`src/rtl/sync_fifo_if.sv`:
```
// Handshake/data bundle between a FIFO producer-consumer (master) and sync_fifo (slave).
// Status and response signals come back to the master; requests and write data go to the slave.
interface sync_fifo_if #(
  parameter int FIFO_WIDTH = 16
);
  logic [FIFO_WIDTH-1:0] data_in;
  logic                  wr_en;
  logic                  rd_en;
  logic [FIFO_WIDTH-1:0] data_out;
  logic                  wr_ack;
  logic                  overflow;
  logic                  underflow;
  logic                  full;
  logic                  almostfull;
  logic                  empty;
  logic                  almostempty;

  modport master (
    output data_in, wr_en, rd_en,
    input  data_out, wr_ack, overflow, underflow,
    input  full, almostfull, empty, almostempty
  );

  modport slave (
    input  data_in, wr_en, rd_en,
    output data_out, wr_ack, overflow, underflow,
    output full, almostfull, empty, almostempty
  );
endinterface

```
`src/rtl/sync_fifo.sv`:
```
// Single-clock FIFO: read data, wr_ack, overflow and underflow are registered (1 cycle after request).
// Status flags decode the count combinationally; writes while full and reads while empty are refused.
module sync_fifo #(
  parameter int FIFO_WIDTH = 16,
  parameter int FIFO_DEPTH = 8
) (
  input  logic       clk,
  input  logic       rst_n,
  sync_fifo_if.slave fifo_if
);

  localparam int PW = $clog2(FIFO_DEPTH);
  localparam int CW = PW + 1;
  localparam logic [PW-1:0] LAST_PTR  = PW'(FIFO_DEPTH - 1);
  localparam logic [CW-1:0] DEPTH_CNT = CW'(FIFO_DEPTH);
  localparam logic [CW-1:0] ALMOST_FULL_CNT = CW'(FIFO_DEPTH - 1);

  logic [FIFO_WIDTH-1:0] mem [FIFO_DEPTH];

  logic [PW-1:0]         wr_ptr_q, wr_ptr_d;
  logic [PW-1:0]         rd_ptr_q, rd_ptr_d;
  logic [CW-1:0]         count_q, count_d;
  logic [FIFO_WIDTH-1:0] data_out_q, data_out_d;
  logic                  wr_ack_q, wr_ack_d;
  logic                  overflow_q, overflow_d;
  logic                  underflow_q, underflow_d;

  logic full, empty;
  logic wr_go, rd_go;

  assign full  = (count_q == DEPTH_CNT);
  assign empty = (count_q == '0);

  // Full implies non-empty (depth >= 4), so a simultaneous request while full is read-only.
  assign wr_go = fifo_if.wr_en && !full;
  assign rd_go = fifo_if.rd_en && !empty;

  always_comb begin
    wr_ptr_d    = wr_ptr_q;
    rd_ptr_d    = rd_ptr_q;
    count_d     = count_q;
    data_out_d  = data_out_q;
    wr_ack_d    = wr_go;
    overflow_d  = fifo_if.wr_en && full;
    underflow_d = fifo_if.rd_en && empty;

    if (wr_go) begin
      wr_ptr_d = (wr_ptr_q == LAST_PTR) ? '0 : wr_ptr_q + 1'b1;
    end
    if (rd_go) begin
      rd_ptr_d   = (rd_ptr_q == LAST_PTR) ? '0 : rd_ptr_q + 1'b1;
      data_out_d = mem[rd_ptr_q];
    end

    case ({wr_go, rd_go})
      2'b10:   count_d = count_q + 1'b1;
      2'b01:   count_d = count_q - 1'b1;
      default: count_d = count_q;
    endcase
  end

  always_ff @(posedge clk or negedge rst_n) begin
    if (!rst_n) begin
      wr_ptr_q    <= '0;
      rd_ptr_q    <= '0;
      count_q     <= '0;
      data_out_q  <= '0;
      wr_ack_q    <= 1'b0;
      overflow_q  <= 1'b0;
      underflow_q <= 1'b0;
    end else begin
      wr_ptr_q    <= wr_ptr_d;
      rd_ptr_q    <= rd_ptr_d;
      count_q     <= count_d;
      data_out_q  <= data_out_d;
      wr_ack_q    <= wr_ack_d;
      overflow_q  <= overflow_d;
      underflow_q <= underflow_d;
    end
  end

  // Storage carries no reset; stale words are unreachable once the pointers clear.
  always_ff @(posedge clk) begin
    if (wr_go) begin
      mem[wr_ptr_q] <= fifo_if.data_in;
    end
  end

  assign fifo_if.data_out    = data_out_q;
  assign fifo_if.wr_ack      = wr_ack_q;
  assign fifo_if.overflow    = overflow_q;
  assign fifo_if.underflow   = underflow_q;
  assign fifo_if.full        = full;
  assign fifo_if.empty       = empty;
  assign fifo_if.almostfull  = (count_q == ALMOST_FULL_CNT);
  assign fifo_if.almostempty = (count_q == CW'(1));

endmodule

```
`src/flat_wrapper.sv`:
```
// flat-port wrapper written by rule: the top's interface ports become plain ports
module sync_fifo_flat 
#(
  parameter int FIFO_WIDTH = 16,
  parameter int FIFO_DEPTH = 8
)
  (clk, rst_n, fifo_if_data_in, fifo_if_wr_en, fifo_if_rd_en, fifo_if_data_out, fifo_if_wr_ack, fifo_if_overflow, fifo_if_underflow, fifo_if_full, fifo_if_almostfull, fifo_if_empty, fifo_if_almostempty);
  sync_fifo_if #(.FIFO_WIDTH(FIFO_WIDTH)) fifo_if_i ();
  input  logic clk;
  input  logic rst_n;
  input wire logic [$bits(fifo_if_i.data_in)-1:0] fifo_if_data_in;
  input wire logic [$bits(fifo_if_i.wr_en)-1:0] fifo_if_wr_en;
  input wire logic [$bits(fifo_if_i.rd_en)-1:0] fifo_if_rd_en;
  output wire logic [$bits(fifo_if_i.data_out)-1:0] fifo_if_data_out;
  output wire logic [$bits(fifo_if_i.wr_ack)-1:0] fifo_if_wr_ack;
  output wire logic [$bits(fifo_if_i.overflow)-1:0] fifo_if_overflow;
  output wire logic [$bits(fifo_if_i.underflow)-1:0] fifo_if_underflow;
  output wire logic [$bits(fifo_if_i.full)-1:0] fifo_if_full;
  output wire logic [$bits(fifo_if_i.almostfull)-1:0] fifo_if_almostfull;
  output wire logic [$bits(fifo_if_i.empty)-1:0] fifo_if_empty;
  output wire logic [$bits(fifo_if_i.almostempty)-1:0] fifo_if_almostempty;
  assign fifo_if_i.data_in = fifo_if_data_in;
  assign fifo_if_i.wr_en = fifo_if_wr_en;
  assign fifo_if_i.rd_en = fifo_if_rd_en;
  assign fifo_if_data_out = fifo_if_i.data_out;
  assign fifo_if_wr_ack = fifo_if_i.wr_ack;
  assign fifo_if_overflow = fifo_if_i.overflow;
  assign fifo_if_underflow = fifo_if_i.underflow;
  assign fifo_if_full = fifo_if_i.full;
  assign fifo_if_almostfull = fifo_if_i.almostfull;
  assign fifo_if_empty = fifo_if_i.empty;
  assign fifo_if_almostempty = fifo_if_i.almostempty;
  sync_fifo #(.FIFO_WIDTH(FIFO_WIDTH), .FIFO_DEPTH(FIFO_DEPTH)) u_core (.clk(clk), .rst_n(rst_n), .fifo_if(fifo_if_i));
endmodule
```
`config.mk`:
```
export PLATFORM = sky130hd
export DESIGN_NAME = sync_fifo_flat
export DESIGN_NICKNAME = d
export VERILOG_FILES = /design/src/rtl/sync_fifo_if.sv /design/src/rtl/sync_fifo.sv /design/src/flat_wrapper.sv
export SDC_FILE = /design/constraint.sdc
export NUM_CORES = 1
export LEC_CHECK = 0
export CAP_MARGIN = 15
export CORE_MARGIN = 2
export CORE_UTILIZATION = 63
export CTS_CLUSTER_SIZE = 24
export DETAILED_ROUTE_END_ITERATION = 7
export GPL_TIMING_DRIVEN = 0
export PLACE_DENSITY = 0.82
export SLEW_MARGIN = 10
export SYNTH_ARGS = -nofsm -noshare
export SYNTH_HDL_FRONTEND = slang
export SYNTH_SLANG_ARGS = --single-unit
```
`constraint.sdc`:
```
create_clock -name clk -period 6 [get_ports clk]
set_input_delay 1.2 -clock clk [delete_from_list [all_inputs] [get_ports clk]]
set_output_delay 1.2 -clock clk [all_outputs]
set_load 0.01 [all_outputs]
```
== After elaboration in Yosys (flattened, before gate mapping) ==
Memories as Yosys holds them, arrays and structs flattened. A register that Yosys moved wholly into a read port is not among the register bits.
Index checks and enable logic that the tools add are counted.

* Register bits after elaboration: 13
* Bits in writable memories: 128
* Bits of input ports: 20
* Output and inout bits: 23
* Word-level logic and storage cells: 32
* Memories: 1

{| class="wikitable"
|+ Memories
! memory !! words !! bits a word !! read ports !! clocked after Yosys merged registers in !! wr ports !! line !! text
|-
| u_core.mem || 8 || 16 || 1 || 1 || 1 || sync_fifo.sv:18 || <nowiki>logic [FIFO_WIDTH-1:0] mem [FIFO_DEPTH];</nowiki>
|}

* Add/sub/neg operators: 4
* Equality and inequality tests: 7
* Muxes and demuxes: 5
* Reductions and logical operators: 9

{| class="wikitable"
|+ Operator list
! operator !! count
|-
| 4-bit case mux with 2 select lines || 1
|-
| 3-bit by 1-bit adder with 3-bit output, second input constant || 2
|-
| 3-bit == test, second input constant || 2
|-
| 3-bit two-way mux || 2
|-
| 4-bit by 1-bit adder with 4-bit output, second input constant || 1
|-
| 4-bit by 1-bit == test with 1-bit output, second input constant || 1
|-
| 4-bit by 3-bit == test with 1-bit output, second input constant || 1
|-
| 4-bit == test, second input constant || 1
|-
| 1-bit logical AND || 4
|-
| 4-bit zero test || 1
|-
| 4-bit by 1-bit subtractor with 4-bit output, second input constant || 1
|-
| 1-bit zero test || 3
|-
| 2-bit by 1-bit == test with 1-bit output, second input constant || 1
|-
| 2-bit == test, second input constant || 1
|-
| 1-bit two-way mux || 2
|-
| 2-bit nonzero test || 1
|}

== Longest topological paths before layout ==
Gate-level depths: netlist of run 1.

* Depth in word-level cells: 5
* Mapped depth: 10
* Depth with buffers taken out: 9

== Least setup slack after synthesis of run 1 ==
OpenSTA, ideal clock, no wires.

* Kind: input to register
* From: input fifo_if_wr_en
* To: memory u_core.mem[0][0] (enable)
* Library setup time: 0.430 ns
* Arrival: 2.958 ns
* Data required time: 5.570 ns
* Setup slack: 2.612 ns
* Stages on the path: 2
* Path buffers: 0
* Cells stage by stage: nand2_1 -> nor4_1

* Cells in the longest elaborated chain, start to end: 3

{| class="wikitable"
|+ Ends and longest elaborated chain
! what !! line !! text
|-
| start, declared || flat_wrapper.sv:12 || <nowiki>input wire logic [$bits(fifo_if_i.wr_en)-1:0] fifo_if_wr_en;</nowiki>
|-
| 1-bit logical AND || sync_fifo.sv:35 || <nowiki>assign wr_go = fifo_if.wr_en && !full;</nowiki>
|-
| 1-bit two-way mux || sync_fifo.sv:84 || <nowiki>if (wr_go) begin</nowiki>
|-
| 1-bit two-way mux (not written as such) || sync_fifo.sv:85 || <nowiki>mem[wr_ptr_q] <= fifo_if.data_in;</nowiki>
|-
| end, declared || sync_fifo.sv:18 ||
|}

Every way passes these cells.

== Final worst setup path of run 1 ==
* From: register u_core.count_q[0]
* To: output fifo_if_empty

* Cells in the longest elaborated chain, start to end: 1

{| class="wikitable"
|+ Ends and longest elaborated chain
! what !! line !! text
|-
| start, declared || sync_fifo.sv:22 || <nowiki>logic [CW-1:0] count_q, count_d;</nowiki>
|-
| start signal, assigned || sync_fifo.sv:74 || <nowiki>count_q <= count_d;</nowiki>
|-
| 4-bit zero test || sync_fifo.sv:32 || <nowiki>assign empty = (count_q == '0);</nowiki>
|-
| end, declared || flat_wrapper.sv:20 || <nowiki>output wire logic [$bits(fifo_if_i.empty)-1:0] fifo_if_empty;</nowiki>
|}

Every way passes these cells.

==> metrics, run 1 <==
Tmin final=3.90 ns; CP most frequent cell=buf_2; DR pass1 iterations=5; Synth area leader=edfxtp_1; Starting Density=0.648; initial antenna violation count=0; first-pass GRT wire length=20000 um; outcome=finished clean; total grt overflow=0; critical path class=reg2out; Critical Path RT=4.80 ns; Setup Fix Bufs, Post-CTS=0; post-place instance area=7030 um2; die area=around 11000 um2; endpoints failing setup=0; Power Dens Cells=roughly 500 nW/um2; Finished Core Util=0.782; Die W=104 um; Worst-Margin Slew=0.851 ns; H-tree depth=4; Iteration-0 DRC Markers=310; clock latency at the later pin of the worst-skew pair=about 0.53 ns; Syn Std Cell Area=6300 um2; CTS clock-pin slew for the worst setup and hold paths=~0.06 ns; Clock Skew=about 0.0073 ns; dpl hpwl=8240 um; min-delay worst type=reg2reg; syn_nets=391; Lkg Pwr=2.76 nW; Sink Count=around 160; # rows=36; # hold bufs at CTS=0; uppermost layer routed=met4; vias in the first global route=3578; fraction of layout cells with a size suffix above 1=0.251; Synth area leaders=edfxtp_1 61%, dfrtp_1 12%, mux2_2 6.4%; Place WS=2.61 ns; Num CTS Buffers=17; most frequent cells in the layout=128 x edfxtp_1, 41 x clkdlybuf4s50_1, 36 x mux2_2, 33 x mux2i_1, 29 x dfrtp_1; slowest stage delay, CP=~0.6 ns; Synth Area per Inst=17.4 um2; Via density=6.03; Met3 Wirelength=around 910 um; DRT antenna net count=0; met2 routed WL=6620 um; routability-driven placement congestion ratio=0.798; number of port buffers=42; TNS Setup=0 ns; Die Ht=approximately 100 um; R2R cell count=6; Hold Vio Cnt, Final=0; Final Instance Area=7600 um2; final wirelength=13100 um; Residual DRC=0; largest net degree at the start of global routing=30; crit-path max FO=10; CTS tree=built; final period utilization=0.650; clock buffer depth=2; Hold Path Depth=2; RSZ-0062 raised after global routing=no; WL/cell=22.6 um; slowest CP cell=clkdlybuf4s50_1; Max Freq=256 MHz; Layout area overhead=20.6%; register area share after synthesis=0.725; share of the synthesized area in the top cell type=0.610; Synth Register Bits=~160; CTS root buf=clkbuf_8; diode count=0; via count=3500; maximum VDD drop=between 0.3 and 0.4 mV; I/O pin count=43; Tot GR Track Use=0.256; Mapped Cells=363; crit-path cells=inv_1 -> ha_1 -> nor3b_1 -> buf_2 -> buf_2 -> clkdlybuf4s50_1; most common cell after layout, fill and taps aside=edfxtp_1; CP startpoint kind=flip-flop; Slew Limit Fails=0; M1 WL=5350 um; post-route setup slack=2.10 ns; CP arrival=between 2 and 3 ns; total of max-cap violations=0; Resized cells post-CTS=0; synthesis warning total=0; worst rel slew slack=0.430; Core Area=9730 um2; fin nets=462; CP Capture Type=output pin; distinct cell type count after synthesis=32
==> layout make-up <==
| type | count | area [um2] |
|---|---|---|
| inverters | 6 | 22.5 |
| plain buffers | 18 | 111 |
| flip-flops and latches | 157 | 4570 |
| clock buffers | 24 | 460 |
| multi-input cells | 182 | 1640 |
| clock inverters | 8 | 118 |
| repair buffers | 52 | 522 |
| fillers | 542 | 2120 |
| well taps | 133 | 166 |
==> kinds of logic after synthesis <==
logic type	share of synthesized area
AO/OA/AOI/OAI	0.0857
XOR/XNOR	0.00556
multiplexers	0.118
buffers and inverters	0.0212
AND/OR/NAND/NOR	0.0284
adder cells (fa/ha/maj)	0.0159
flip-flops	0.725
==> power breakdown <==
group / internal (mW) / switching [mW] / leakage (nW) / total (mW)
Clock: 0.653 / 0.385 / 0.283 / 1.04
Sequential: 1.41 / 0.123 / 1.51 / 1.54
Combinational: 0.576 / 0.665 / 0.969 / 1.24
==> cell usage after synthesis <==
master / instances
clkbuf_1: 4
nor4_1: 1
mux2i_1: 33
nand2b_1: 5
dfrtp_1: 29
nand3_1: 1
mux2_2: 36
edfxtp_1: 128
ha_1: 8
nand4b_1: 1
clkbuf_2: 1
or4b_1: 1
inv_1: 6
nor3_1: 4
and3b_1: 1
buf_6: 3
mux2_1: 1
nor2b_1: 2
xnor2_1: 2
and2_1: 2
nor2_1: 7
buf_4: 3
o31ai_2: 16
nor3b_1: 2
o22ai_1: 16
xor2_1: 2
buf_2: 7
nand3b_1: 1
a21oi_1: 1
o21ai_0: 19
nand2_1: 4
a22o_1: 16
==> critical path, delay by kind of cell, from the launching register on <==
kind                     cells  cell delay (ns)
buffers and inverters        4             1.30
flip-flops                   1             0.44
AND/OR/NAND/NOR              1             0.25
adder cells (fa/ha/maj)      1             0.17
==> worst paths after layout <==
check | start | endpoint | slack, ns
setup / recovery | u_core.count_q[0]$_DFFE_PN0P_ | fifo_if_empty | 2.10
hold / removal | u_core.fifo_if.data_out[6]$_DFFE_PN0P_ | u_core.fifo_if.data_out[6]$_DFFE_PN0P_ | 0.53
setup reg to reg | u_core.count_q[0]$_DFFE_PN0P_ | u_core.mem[2][8]$_DFFE_PP_ | 3.45
hold reg to reg | u_core.fifo_if.data_out[6]$_DFFE_PN0P_ | u_core.fifo_if.data_out[6]$_DFFE_PN0P_ | 0.53
max in group asynchronous | rst_n | u_core.fifo_if.data_out[5]$_DFFE_PN0P_ | 4.82
min in group asynchronous | rst_n | u_core.count_q[2]$_DFFE_PN0P_ | 0.71
==> sequential cells by signal, summed over array words and instances (netlist names) <==
| name | cells |
|---|---|
| u_core.fifo_if.overflow | 1 |
| u_core.mem | 128 |
| u_core.fifo_if.underflow | 1 |
| u_core.fifo_if.wr_ack | 1 |
| u_core.wr_ptr_q | 3 |
| u_core.rd_ptr_q | 3 |
| u_core.count_q | 4 |
| u_core.fifo_if.data_out | 16 |
==> layer usage <==
| layer | vias up | GRT usage |
|---|---|---|
| met5 | - | 0 |
| met4 | 0 | 0.0956 |
| met3 | 27 | 0.0739 |
| met2 | 150 | 0.418 |
| met1 | 1754 | 0.330 |
| li1 | 1569 | - |
==> through the flow <==
step	hold slack, ns	instances	power (mW)
2_1_floorplan	0.497	363	2.31
3_3_place_gp	0.510	538	2.69
3_5_place_dp	0.517	548	2.77
4_1_cts	0.531	580	3.82
5_1_grt	0.559	580	3.97
6_report	0.529	580	3.82
Power figures use the tool's default switching activity.
==> run 2, diff against run 1 <==
--- a/config.mk
+++ b/config.mk
@@ -7,11 +7,11 @@
 export LEC_CHECK = 0
 export CAP_MARGIN = 15
 export CORE_MARGIN = 2
-export CORE_UTILIZATION = 63
+export CORE_UTILIZATION = 53
 export CTS_CLUSTER_SIZE = 24
 export DETAILED_ROUTE_END_ITERATION = 7
 export GPL_TIMING_DRIVEN = 0
-export PLACE_DENSITY = 0.82
+export PLACE_DENSITY = 0.74
 export SLEW_MARGIN = 10
 export SYNTH_ARGS = -nofsm -noshare
 export SYNTH_HDL_FRONTEND = slang
==> constraint.sdc (replaced) <==
create_clock -name clk -period 3.18 [get_ports clk]
set_input_delay 0.636 -clock clk [delete_from_list [all_inputs] [get_ports clk]]
set_output_delay 0.636 -clock clk [all_outputs]
set_load 0.01 [all_outputs]
==> run 2 against run 1 <==
The run now ends with design-rule violations left. Global-route usage decreased by 2.9 points. Non-clock buffer count up 4. Hold slack worse by 0.24 ns. Power rose by 90%. Combinational power grew 92%. Largest cell class unchanged.
==> metrics, run 2 (synthesized netlist as in run 1, its figures left out) <==
most common cell after layout, fill and taps aside=edfxtp_1; outcome=complete, but fails checks; slowest CP cell=clkdlybuf4s50_1; number of port buffers=42; crit-path max FO=10; endpoints failing setup=0; Clock Skew=0.00755 ns; final wirelength=13600 um; Slew Limit Fails=0; die area=12800 um2; Starting Density=0.547; slowest stage delay, CP=0.56 ns; Residual DRC=4; clock buffer depth=2; max reg flops=roughly 130; min-delay worst type=in2async; Place WS=roughly 0.46 ns; CTS clock-pin slew for the worst setup and hold paths=0.06 ns; Iteration-0 DRC Markers=271; Hold Vio Cnt, Final=0; initial antenna violation count=0; TNS Setup=0 ns; combinational share of power=0.327; Critical Path RT=2.54 ns; Die W=113 um; CTS tree=built; CP arrival=2.43 ns; post-route setup slack=0.117 ns; largest net degree at the start of global routing=30; first-pass GRT wire length=20800 um; H-tree depth=4; # rows=39; I/O pin count=43; Core Area=11500 um2; CP startpoint kind=flip-flop; Tot Pwr=7.27 mW; via count=3551; flop2flop setup slack=0.63 ns; Top reg by flops=u_core.mem; Final Non-Filler Cells=approximately 590; dpl hpwl=8500 um; Sink Count=157; worst rel slew slack=0.480; fin nets=466; violated checks=design-rule violations; most frequent cells in the layout=128 x edfxtp_1, 41 x clkdlybuf4s50_1, 36 x mux2_2, 33 x mux2i_1, 29 x dfrtp_1; Max Freq=326 MHz; routability-driven placement congestion ratio=0.771; Fillers=776; maximum VDD drop=0.478 mV; Clock power frac=0.275; total grt overflow=0; WP buf/inv=4; fraction of layout cells with a size suffix above 1=0.266; Worst-Margin Slew=0.780 ns; Seq pwr share=0.398; Tot GR Track Use=0.227; Tmin final=3.06 ns; CP most frequent cell=buf_4; Setup Fix Bufs, Post-CTS=0; Sw Share=0.320; # hold bufs at CTS=0; WL/cell=approximately 23 um; P_int=4.95 mW; vias in the first global route=3628; Finished Core Util=0.667; critical path class=reg2out; Power Dens Cells=946 nW/um2; crit-path cells=inv_1 -> ha_1 -> nor3b_1 -> buf_4 -> buf_4 -> clkdlybuf4s50_1; clock latency at the later pin of the worst-skew pair=0.43 ns; WHS=0.287 ns; CP delay by family, top=buffers and inverters; RSZ-0062 raised after global routing=no; sw power=2.32 mW; CTS root buf=clkbuf_16; Die Ht=113 um; total of max-cap violations=0; Cells after DPL=562; DRT antenna net count=0; Final Instance Area=about 7700 um2; diode count=0; Num CTS Buffers=17; Lkg Pwr=2.79 nW; post-place instance area=7090 um2; Via density=5.98; Layout area overhead=21.9%; DR pass1 iterations=7; CP Capture Type=output pin; final period utilization=0.963
run 2: repair_timing:
item / 4_1_cts / 5_1_grt
resized for setup: 1 / 2
endpoints found under the setup margin: 1 / 1
hold endpoints to repair: 0 / 0
run 2: area by class of cell:
type | count | area [um2] | share of cell area
flip-flops and latches | 157 | 4570 | 0.595
multi-input cells | 182 | 1640 | 0.213
repair buffers | 56 | 574 | 0.0747
clock buffers | 17 | 425 | 0.0554
well taps | 143 | 179 | 0.0233
clock inverters | 15 | 161 | 0.0210
plain buffers | 18 | 116 | 0.0151
inverters | 6 | 22.5 | 0.00293
run 2: power by group through the flow:
| stage | Combinational (mW) | Sequential [mW] | Clock [mW] |
|---|---|---|---|
| final | 2.38 | 2.89 | 2.00 |
| after global routing | 2.56 | 2.93 | 2.10 |
| after CTS | 2.39 | 2.89 | 2.02 |
| after detailed placement | 2.37 | 2.92 | 0 |
| after global placement | 2.21 | 2.91 | 0 |
| after floorplan | 1.44 | 2.92 | 0 |
run 2: worst paths after layout:
kind,cells after the start,startpoint,endpoint
max,6,u_core.count_q[0]$_DFFE_PN0P_,fifo_if_empty
min,1,rst_n,u_core.fifo_if.overflow$_DFF_PN0_
max reg2reg,10,u_core.count_q[0]$_DFFE_PN0P_,u_core.count_q[3]$_DFFE_PN0P_
min reg2reg,2,u_core.fifo_if.data_out[5]$_DFFE_PN0P_,u_core.fifo_if.data_out[5]$_DFFE_PN0P_
max in group asynchronous,1,rst_n,u_core.fifo_if.data_out[4]$_DFFE_PN0P_
min in group clk,2,u_core.fifo_if.data_out[5]$_DFFE_PN0P_,u_core.fifo_if.data_out[5]$_DFFE_PN0P_
run 2: routing by layer:
layer,part of all wire,track usage
met5,0,0
met2,0.48,0.352
met4,0.018,0.0862
met1,0.43,0.309
met3,0.068,0.0637
